### src/rtl/bsg_chip_pkg.sv
// Shared types for the SDR link reset sequencer: per-link state enum, phase-output
// encoding and the counter-width helper.
package bsg_chip_pkg;

    typedef enum logic [2:0] {
        StIdle,
        StAssert,
        StToken,
        StRelUp,
        StRelDown,
        StRelDs,
        StDone
    } bsg_sdr_reset_seq_state_e;

    typedef struct packed {
        logic up;
        logic down;
        logic ds;
        logic token;
    } bsg_sdr_reset_phase_s;

    localparam bsg_sdr_reset_phase_s ResetPhase = '{1'b1, 1'b1, 1'b1, 1'b0};

    function automatic int unsigned safe_clog2(input int unsigned x);
        return (x <= 1) ? 1 : $clog2(x);
    endfunction

    function automatic bsg_sdr_reset_seq_state_e next_phase(input bsg_sdr_reset_seq_state_e st);
        case (st)
            StAssert:  return StToken;
            StToken:   return StRelUp;
            StRelUp:   return StRelDown;
            StRelDown: return StRelDs;
            default:   return StDone;
        endcase
    endfunction

    function automatic bsg_sdr_reset_phase_s phase_outputs(input bsg_sdr_reset_seq_state_e st);
        case (st)
            StIdle:    return ResetPhase;
            StAssert:  return '{1'b1, 1'b1, 1'b1, 1'b0};
            StToken:   return '{1'b1, 1'b1, 1'b1, 1'b1};
            StRelUp:   return '{1'b0, 1'b1, 1'b1, 1'b0};
            StRelDown: return '{1'b0, 1'b0, 1'b1, 1'b0};
            default:   return '{1'b0, 1'b0, 1'b0, 1'b0};
        endcase
    endfunction

endpackage

### src/rtl/bsg_sdr_link_reset_fsm.sv
// Per-link reset sequencer FSM with phase counter; outputs are registered from next state.
// BSG_SDR_RESET_SEQ_STATUS_EN adds a DONE-entry pulse for the status counters.
module bsg_sdr_link_reset_fsm
    import bsg_chip_pkg::*;
#(
    parameter int unsigned hold_cycles_p = 16,
    parameter int unsigned lg_hold_lp    = safe_clog2(hold_cycles_p + 1)
) (
    input  logic clk_i,
    input  logic reset_n_i,
    input  logic start_v_i,
    output logic token_reset_o,
    output logic uplink_reset_o,
    output logic downlink_reset_o,
    output logic downstream_reset_o,
    output logic done_o,
    output logic busy_o
`ifdef BSG_SDR_RESET_SEQ_STATUS_EN
    ,
    output logic seq_done_o
`endif
);

    localparam logic [lg_hold_lp-1:0] Reload = lg_hold_lp'(hold_cycles_p - 1);

    bsg_sdr_reset_seq_state_e state_q, state_d;
    logic [lg_hold_lp-1:0]    cnt_q, cnt_d;
    bsg_sdr_reset_phase_s     phase_q, phase_d;
    logic                     done_q, done_d;
    logic                     busy_q, busy_d;

    always_comb begin
        state_d = state_q;
        cnt_d   = cnt_q;
        if (start_v_i) begin
            // A new edge always restarts, aborting any sequence in flight.
            state_d = StAssert;
            cnt_d   = Reload;
        end else if (state_q != StIdle && state_q != StDone) begin
            if (cnt_q == '0) begin
                state_d = next_phase(state_q);
                cnt_d   = Reload;
            end else begin
                cnt_d = cnt_q - lg_hold_lp'(1);
            end
        end
        phase_d = (state_d == StIdle) ? phase_q : phase_outputs(state_d);
        done_d  = (state_d == StDone);
        busy_d  = (state_d != StIdle) && (state_d != StDone);
    end

    always_ff @(posedge clk_i or negedge reset_n_i) begin
        if (!reset_n_i) begin
            state_q <= StIdle;
            cnt_q   <= '0;
            phase_q <= ResetPhase;
            done_q  <= 1'b0;
            busy_q  <= 1'b0;
        end else begin
            state_q <= state_d;
            cnt_q   <= cnt_d;
            phase_q <= phase_d;
            done_q  <= done_d;
            busy_q  <= busy_d;
        end
    end

    assign token_reset_o      = phase_q.token;
    assign uplink_reset_o     = phase_q.up;
    assign downlink_reset_o   = phase_q.down;
    assign downstream_reset_o = phase_q.ds;
    assign done_o             = done_q;
    assign busy_o             = busy_q;

`ifdef BSG_SDR_RESET_SEQ_STATUS_EN
    assign seq_done_o = (state_d == StDone) && (state_q != StDone);
`endif

endmodule

### src/rtl/bsg_sdr_link_reset_sequencer.sv
// Multi-link SDR reset sequencer: start edge detect, per-link FSMs, busy reduction.
// BSG_SDR_RESET_SEQ_STATUS_EN adds per-link sequence counters and sticky abort flags.
module bsg_sdr_link_reset_sequencer
    import bsg_chip_pkg::*;
#(
    parameter int unsigned num_links_p   = 3,
    parameter int unsigned hold_cycles_p = 16,
    parameter int unsigned lg_hold_lp    = safe_clog2(hold_cycles_p + 1)
) (
    input  logic                   clk_i,
    input  logic                   reset_n_i,
    input  logic [num_links_p-1:0] start_i,
    output logic [num_links_p-1:0] token_reset_o,
    output logic [num_links_p-1:0] uplink_reset_o,
    output logic [num_links_p-1:0] downlink_reset_o,
    output logic [num_links_p-1:0] downstream_reset_o,
    output logic [num_links_p-1:0] done_o,
    output logic                   busy_o
`ifdef BSG_SDR_RESET_SEQ_STATUS_EN
    ,
    output logic [num_links_p-1:0][7:0] seq_count_o,
    output logic [num_links_p-1:0]      aborted_o
`endif
);

    logic [num_links_p-1:0] start_r_q;
    logic [num_links_p-1:0] start_v;
    logic [num_links_p-1:0] link_busy;
`ifdef BSG_SDR_RESET_SEQ_STATUS_EN
    logic [num_links_p-1:0] seq_done;
`endif

    always_ff @(posedge clk_i or negedge reset_n_i) begin
        if (!reset_n_i) begin
            start_r_q <= '0;
        end else begin
            start_r_q <= start_i;
        end
    end

    assign start_v = start_i & ~start_r_q;
    assign busy_o  = |link_busy;

    for (genvar i = 0; i < num_links_p; i++) begin : g_link
        bsg_sdr_link_reset_fsm #(
            .hold_cycles_p (hold_cycles_p),
            .lg_hold_lp    (lg_hold_lp)
        ) u_fsm (
            .clk_i              (clk_i),
            .reset_n_i          (reset_n_i),
            .start_v_i          (start_v[i]),
            .token_reset_o      (token_reset_o[i]),
            .uplink_reset_o     (uplink_reset_o[i]),
            .downlink_reset_o   (downlink_reset_o[i]),
            .downstream_reset_o (downstream_reset_o[i]),
            .done_o             (done_o[i]),
            .busy_o             (link_busy[i])
`ifdef BSG_SDR_RESET_SEQ_STATUS_EN
            ,
            .seq_done_o         (seq_done[i])
`endif
        );
    end

`ifdef BSG_SDR_RESET_SEQ_STATUS_EN
    logic [num_links_p-1:0][7:0] seq_count_q, seq_count_d;
    logic [num_links_p-1:0]      aborted_q, aborted_d;

    always_comb begin
        for (int i = 0; i < num_links_p; i++) begin
            seq_count_d[i] = seq_count_q[i] + (seq_done[i] ? 8'd1 : 8'd0);
        end
        // link_busy is registered, so it reflects the state the edge arrives in.
        aborted_d = aborted_q | (start_v & link_busy);
    end

    always_ff @(posedge clk_i or negedge reset_n_i) begin
        if (!reset_n_i) begin
            seq_count_q <= '0;
            aborted_q   <= '0;
        end else begin
            seq_count_q <= seq_count_d;
            aborted_q   <= aborted_d;
        end
    end

    assign seq_count_o = seq_count_q;
    assign aborted_o   = aborted_q;
`endif

endmodule

### config.mk
export PLATFORM = sky130hd
export DESIGN_NAME = bsg_sdr_link_reset_sequencer
export DESIGN_NICKNAME = d
export VERILOG_FILES = /design/src/rtl/bsg_chip_pkg.sv /design/src/rtl/bsg_sdr_link_reset_fsm.sv /design/src/rtl/bsg_sdr_link_reset_sequencer.sv
export SDC_FILE = /design/constraint.sdc
export NUM_CORES = 1
export LEC_CHECK = 0
export ABC_AREA = 1
export BUFFER_PORTS_ARGS = -buffer_cell sky130_fd_sc_hd__buf_2
export CAP_MARGIN = 0
export CORE_MARGIN = 1
export CORE_UTILIZATION = 45
export DETAILED_ROUTE_END_ITERATION = 8
export PLACE_DENSITY_LB_ADDON = 0.3
export SLEW_MARGIN = 20
export SYNTH_ARGS = -nofsm -noshare
export SYNTH_HDL_FRONTEND = slang
export SYNTH_SLANG_ARGS = --single-unit
### constraint.sdc
create_clock -name clk_i -period 1.65 [get_ports clk_i]
set_input_delay 0 -clock clk_i [delete_from_list [all_inputs] [get_ports clk_i]]
set_output_delay 0 -clock clk_i [all_outputs]
set_load 0.02 [all_outputs]
# Word-level counts from Yosys, hierarchy flattened
# Cells that the tools add are included.
[word_totals]
reg_bits = 45
elab_cells = 109
output_inout_bits = 16
[classes]
mux = 24
n_addsub = 3
n_reduce_logical = 22
n_bitwise = 2
eq_ne = 33
[op_table]
columns = ["cell", "n"]
rows = [
  ["one-hot mux 4 bit (4 select lines)", 3],
  ["2-to-1 mux 5 bit", 9],
  ["equality test 3 x 2 -> 1 bit, second input constant", 12],
  ["one-hot mux 3 bit (4 select lines)", 3],
  ["equality test 3 bit, second input constant", 9],
  ["2-to-1 mux 3 bit", 9],
  ["equality test 3 x 1 -> 1 bit, second input constant", 6],
  ["!= test 3 bit, second input constant", 6],
  ["nonzero test 3 bit", 6],
  ["zero test 5 bit", 3],
  ["subtractor 5 x 1 -> 5 bit, second input constant", 3],
  ["zero test 3 bit", 3],
  ["logical AND 1 bit", 6],
  ["nonzero test 2 bit", 3],
  ["bitwise AND 3 bit", 1],
  ["NOT 3 bit", 1],
  ["OR reduction 3 bit", 1],
]

# Logic depth before layout (Yosys ltp)
[depth]
word_depth = 7
depth_mapped = 12
depth_no_buf = 12

# Cells and area by module
# From an unflattened synthesis, not the netlist that was laid out.
[hier_totals]
cells_unflattened = 264
area_unflattened_um2 = 2285.9
[by_module_without_submodules]
columns = ["module", "cells_per_inst", "n_inst", "area_per_inst_um2"]
rows = [
  ["bsg_sdr_link_reset_fsm", 84, 3, 725.7],
  ["bsg_sdr_link_reset_sequencer", 12, 1, 108.9],
]

# Worst setup path after synthesis
# Ideal clock, no wire load.
[synth_timing]
path_kind = "reg-to-reg"
from = "register g_link[2].u_fsm.cnt_q[0]"
to = "register g_link[2].u_fsm.busy_q"
path_stages_with_launch = 12
path_buffers = 0
slack_ns = 0.220
arrival_ns = 1.309
required_time_ns = 1.529
synth_period_minus_slack_ns = 1.430
path_cell_list = "dfrtp_1 -> inv_1 -> ha_1 -> inv_1 -> nor2_1 -> nand2_2 -> nand2_2 -> nand2_1 -> nor2_2 -> nand2_2 -> nand2_2 -> nand2_1"
[synth_via]
elab_chain_len = 6
elab_cells_between_ends = 7
classes_between = "eq/ne: 1; mux: 3; reduce/logical: 3"
[synth_lines]
columns = ["element", "line", "text"]
rows = [
  ["from (decl)", "bsg_sdr_link_reset_fsm.sv:27", "logic [lg_hold_lp-1:0] cnt_q, cnt_d;"],
  ["from (signal assigned)", "bsg_sdr_link_reset_fsm.sv:61", "cnt_q <= cnt_d;"],
  ["zero test 5 bit (*)", "bsg_sdr_link_reset_fsm.sv:40", "if (cnt_q == '0) begin"],
  ["2-to-1 mux 3 bit (*)", "bsg_sdr_link_reset_fsm.sv:40", ""],
  ["2-to-1 mux 3 bit (*)", "bsg_sdr_link_reset_fsm.sv:39", "end else if (state_q != StIdle && state_q != StDone) begin"],
  ["2-to-1 mux 3 bit (*)", "bsg_sdr_link_reset_fsm.sv:35", "if (start_v_i) begin"],
  ["!= test 3 bit or nonzero test 3 bit (tied branches)", "bsg_sdr_link_reset_fsm.sv:49", "busy_d = (state_d != StIdle) && (state_d != StDone);"],
  ["logical AND 1 bit (*)", "bsg_sdr_link_reset_fsm.sv:49", ""],
  ["via g_link[2].u_fsm.busy_d", "bsg_sdr_link_reset_fsm.sv:30", "logic busy_q, busy_d;"],
  ["to (signal assigned)", "bsg_sdr_link_reset_fsm.sv:64", "busy_q <= busy_d;"],
  ["to (decl)", "bsg_sdr_link_reset_fsm.sv:30", ""],
]
# Mark *: on every way through the listed nets, which the timed path passes. The rest lies on a longest branch.
# A chain may end at the register's enable or synchronous reset.

# Worst setup path in the final report
[layout_timing]
from = "register g_link[0].u_fsm.cnt_q[0]"
to = "register g_link[0].u_fsm.phase_q, in the netlist g_link[0].u_fsm.uplink_reset_o"
[layout_via]
elab_chain_len = 6
elab_cells_between_ends = 10
classes_between = "eq/ne: 4; mux: 4; reduce/logical: 2"
[layout_lines]
columns = ["element", "line", "text"]
rows = [
  ["from (decl)", "bsg_sdr_link_reset_fsm.sv:27", ""],
  ["from (signal assigned)", "bsg_sdr_link_reset_fsm.sv:61", ""],
  ["zero test 5 bit (*)", "bsg_sdr_link_reset_fsm.sv:40", ""],
  ["2-to-1 mux 3 bit (*)", "bsg_sdr_link_reset_fsm.sv:40", ""],
  ["2-to-1 mux 3 bit (*)", "bsg_sdr_link_reset_fsm.sv:39", ""],
  ["2-to-1 mux 3 bit (*)", "bsg_sdr_link_reset_fsm.sv:35", ""],
  ["via g_link[0].u_fsm.state_d[1]", "bsg_sdr_link_reset_fsm.sv:26", "bsg_sdr_reset_seq_state_e state_q, state_d;"],
  ["equality test 3 bit (tied with other cells)", "bsg_chip_pkg.sv:39", "case (st)"],
  ["one-hot mux 4 bit (4 select lines)", "bsg_chip_pkg.sv:39", ""],
  ["to (signal assigned)", "bsg_sdr_link_reset_fsm.sv:56", "phase_q <= ResetPhase;"],
  ["to (signal assigned)", "bsg_sdr_link_reset_fsm.sv:62", "phase_q <= phase_d;"],
  ["to (decl)", "bsg_sdr_link_reset_fsm.sv:28", "bsg_sdr_reset_phase_s phase_q, phase_d;"],
]
# Marked as above.

==> metrics.md <==
| Metric | Value |
|---|---|
| Outcome | finished clean |
| Area Overhead vs Synth | 12.3% |
| Die ar. | 5960 sq um |
| CORE AREA | 5470 sq um |
| Peak supply drop | 0.562 mV |
| Synth async-reset ratio | 100% |
| Top-count cell post-synth | nand2_1 |
| Cells after synthesis | 315 |
| First-pass GRT wire length | 7370 microns |
| Worst hold slack | 109 ps |
| Vias per cell | 4.63 |
| Synthesized area | 2540 sq um |
| Io pins | 21 |
| CTS Sinks | 45 |
| Worst-path maximum fanout | 3 |
| Crit start category | flop |
| GR Util All Layers | 15.5% |
| Crit path DAT | 1780 ps |
| Critical path's most frequent cell | nand2_1 |
| Worst EP required | 1880 ps |
| Post-synth top cells | 73 x nand2_1, 42 x inv_1, 36 x dfrtp_1, 25 x nand3_1, 19 x nor2_1 |
| Iteration-0 DRC Markers | 92 |
| Final setup fails | 0 |
| Root Buffer | clkbuf_8 |
| Pwr Density | 1060 nW/um^2 |
| Share of cells above drive strength 1 | 30.5% |
| Largest net degree at the start of global routing | 19 |
| #FFs+latches synth | 45 |
| Synth Flop Type | dfrtp_1 |
| Routed length per instance | 10.3 microns |
| Post-route setup slack | 102 ps |
| Max-slew violation count | 0 |
| CP peak stage delay | 390 ps |
| Total gr overflow | 0 |
| DRC | 0 |
| Yosys Warn Count | 0 |
| CP Buf/Inv Count | 3 |
| Leak | 1.41 nW |
| Row count | 27 |
| Drt total wl | 4230 microns |
| Worst setup EP type | flop |
| Post-route cell area | 2860 sq um |
| Clk_lat worst skew | 300 ps |
| Top cells by area, synth | dfrtp_1 35%, nand2_1 11%, dfstp_2 9.3% |
| Top-area cell type share of the netlist area | 35.4% |
| Reg2Reg Setup Slack | 100 ps |
| Crit-path leading delay family | simple AND/OR/NAND/NOR gates |
| Die extent in y | 77.2 microns |
| Antenna Cells | 0 |
| Initial core utilization | 46.5% |
| Final-report hold violation count | 0 |
| Seq/Total Area, Yosys | 44.7% |
| Setup Skew | 9.42 ps |
| H-tree Lvls | 2 |
| Slew headroom | 78.2% |
| Max Buffers Root-to-Sink | 2 |
| CTS tree | done |
| Router iterations before antenna repair | 4 |
| Post-Place Setup Slack | 94.9 ps |
| Post-Syn Area per Cell | 8.08 sq um |
| Final Total Pwr | 3.02 mW |
| Synth Net Count | 326 |
| Netlist cell types | 29 |
| Max_cap viols | 0 |
| Initial antenna violation count | 0 |
| Via count | 1899 |
| GPL Wtd Cong | 0.804 |
| WS Path Type | reg -> reg |
| Post-DP HPWL | 3130 microns |
| Critical Path, Cell by Cell | inv_2 > ha_4 > inv_1 > nor2_4 > nand3_2 > nand2_1 > nand2_1 > nor2_2 > buf_4 > nand2_1 > nand2_1 > nor2_1 |
| Minimum clock period | 1550 ps |
| Fin nets | 348 |
| IO Port Bufs | 20 |
| EDFF count, synth | 0 |
| Die width | 77.2 microns |
| Clock-pin slew on the worst setup and hold paths | 80 ps |
| Tcrit/Tclk final | 93.8% |
| Area leader, netlist | dfrtp_1 |
| Top achievable clock speed | 646 MHz |
| ANT nets after route | 0 |
| Vias in the first global route | 1768 |
| DP Area | 2640 sq um |
| Worst-margin pin slew | 327 ps |
| Worst Hold Class | in -> async |
| Slowest-stage cell, CP | dfrtp_1 |
| Inserted Clock Buffers | 5 |
==> report_power, final <==
group / internal [mW] / total [mW] / switching (mW)
Combinational: 0.317 / 0.793 / 0.476
Sequential: 1.27 / 1.42 / 0.147
Clock: 0.449 / 0.810 / 0.361
Total: 2.04 / 3.02 / 0.983
==> placed cells by master, fill, tap and decap left out, drive strengths merged <==
master        n
nand2        95
inv          51
dfrtp        36
nor2         31
nand3        30
buf          26
o21ai        17
dfstp         9
nor3          8
a21oi         7
clkbuf        6
ha            6
dlygate4sd3   4
nand4         2
xor2          2
clkinv        2
or3           1
or2           1
nand3b        1
a21boi        1
a22oi         1
bufinv        1
==> routing by layer <==
layer	global-route usage [%]	wire, microns
met4	5.28	56
met2	24.2	1950
met1	20.5	2090
met3	4.40	131
met5	0	0
==> flip-flops by register name, summed over array words and instances, names as in the netlist <==
signal                           flops
g_link.u_fsm.token_reset_o           3
g_link.u_fsm.state_q                 9
g_link.u_fsm.downlink_reset_o        3
g_link.u_fsm.downstream_reset_o      3
g_link.u_fsm.uplink_reset_o          3
g_link.u_fsm.cnt_q                  15
g_link.u_fsm.done_o                  3
g_link.u_fsm.busy_o                  3
start_r_q                            3
==> repair_timing <==
item,4_1_cts,5_1_grt
gates resized for setup,0,14
hold endpoints to repair,41,0
hold buffers,4,0
setup endpoints to repair,0,12
setup buffers,0,4
==> cells by family (layout without fill, tap and decap cells) <==
| logic type | Yosys count | after routing | share of synthesized area (%) |
|---|---|---|---|
| flops | 45 | 45 | 44.7 |
| compound gates | 26 | 26 | 5.46 |
| fa+ha+maj | 6 | 6 | 2.95 |
| xor+xnor | 2 | 2 | 0.688 |
| simple gates | 169 | 169 | 33.9 |
| buf+inv | 67 | 90 | 12.3 |
==> cell type report <==
| cell class | count | area, sq um |
|---|---|---|
| Inverter | 52 | 200 |
| Tap cell | 72 | 90.1 |
| Timing Repair Buffer | 30 | 185 |
| Multi-Input combinational cell | 203 | 1140 |
| Clock inverter | 2 | 35.0 |
| Clock buffer | 6 | 72.6 |
| Fill cell | 521 | 2620 |
| Sequential cell | 45 | 1140 |
==> metrics by stage <==
stage | std cells | setup TNS, ps | utilization [%]
final | 410 | 0 | 52.2
after CTS | 406 | 0 | 50.9
after global placement | 394 | 0 | 48.2
after detailed placement | 394 | 0 | 48.2
after floorplan | 315 | 0 | -
after global routing | 410 | -17.6 | 52.2
==> final timing paths <==
check                           cells after the start                                    startpoint                                           end
worst max register to register                     12          g_link[0].u_fsm.cnt_q[0]$_DFFE_PN0P_    g_link[0].u_fsm.uplink_reset_o$_DFFE_PN1P_
min in group clk_i                                  2                                    start_i[2]                        start_r_q[2]$_DFF_PN0_
worst max-delay path                               12          g_link[0].u_fsm.cnt_q[0]$_DFFE_PN0P_    g_link[0].u_fsm.uplink_reset_o$_DFFE_PN1P_
worst min register to register                      2  g_link[1].u_fsm.downlink_reset_o$_DFFE_PN1P_  g_link[1].u_fsm.downlink_reset_o$_DFFE_PN1P_
worst min-delay path                                2                                     reset_n_i              g_link[1].u_fsm.busy_o$_DFF_PN0_
max in group asynchronous                           3                                     reset_n_i  g_link[2].u_fsm.downlink_reset_o$_DFFE_PN1P_
(Power assumes the default switching activity.)
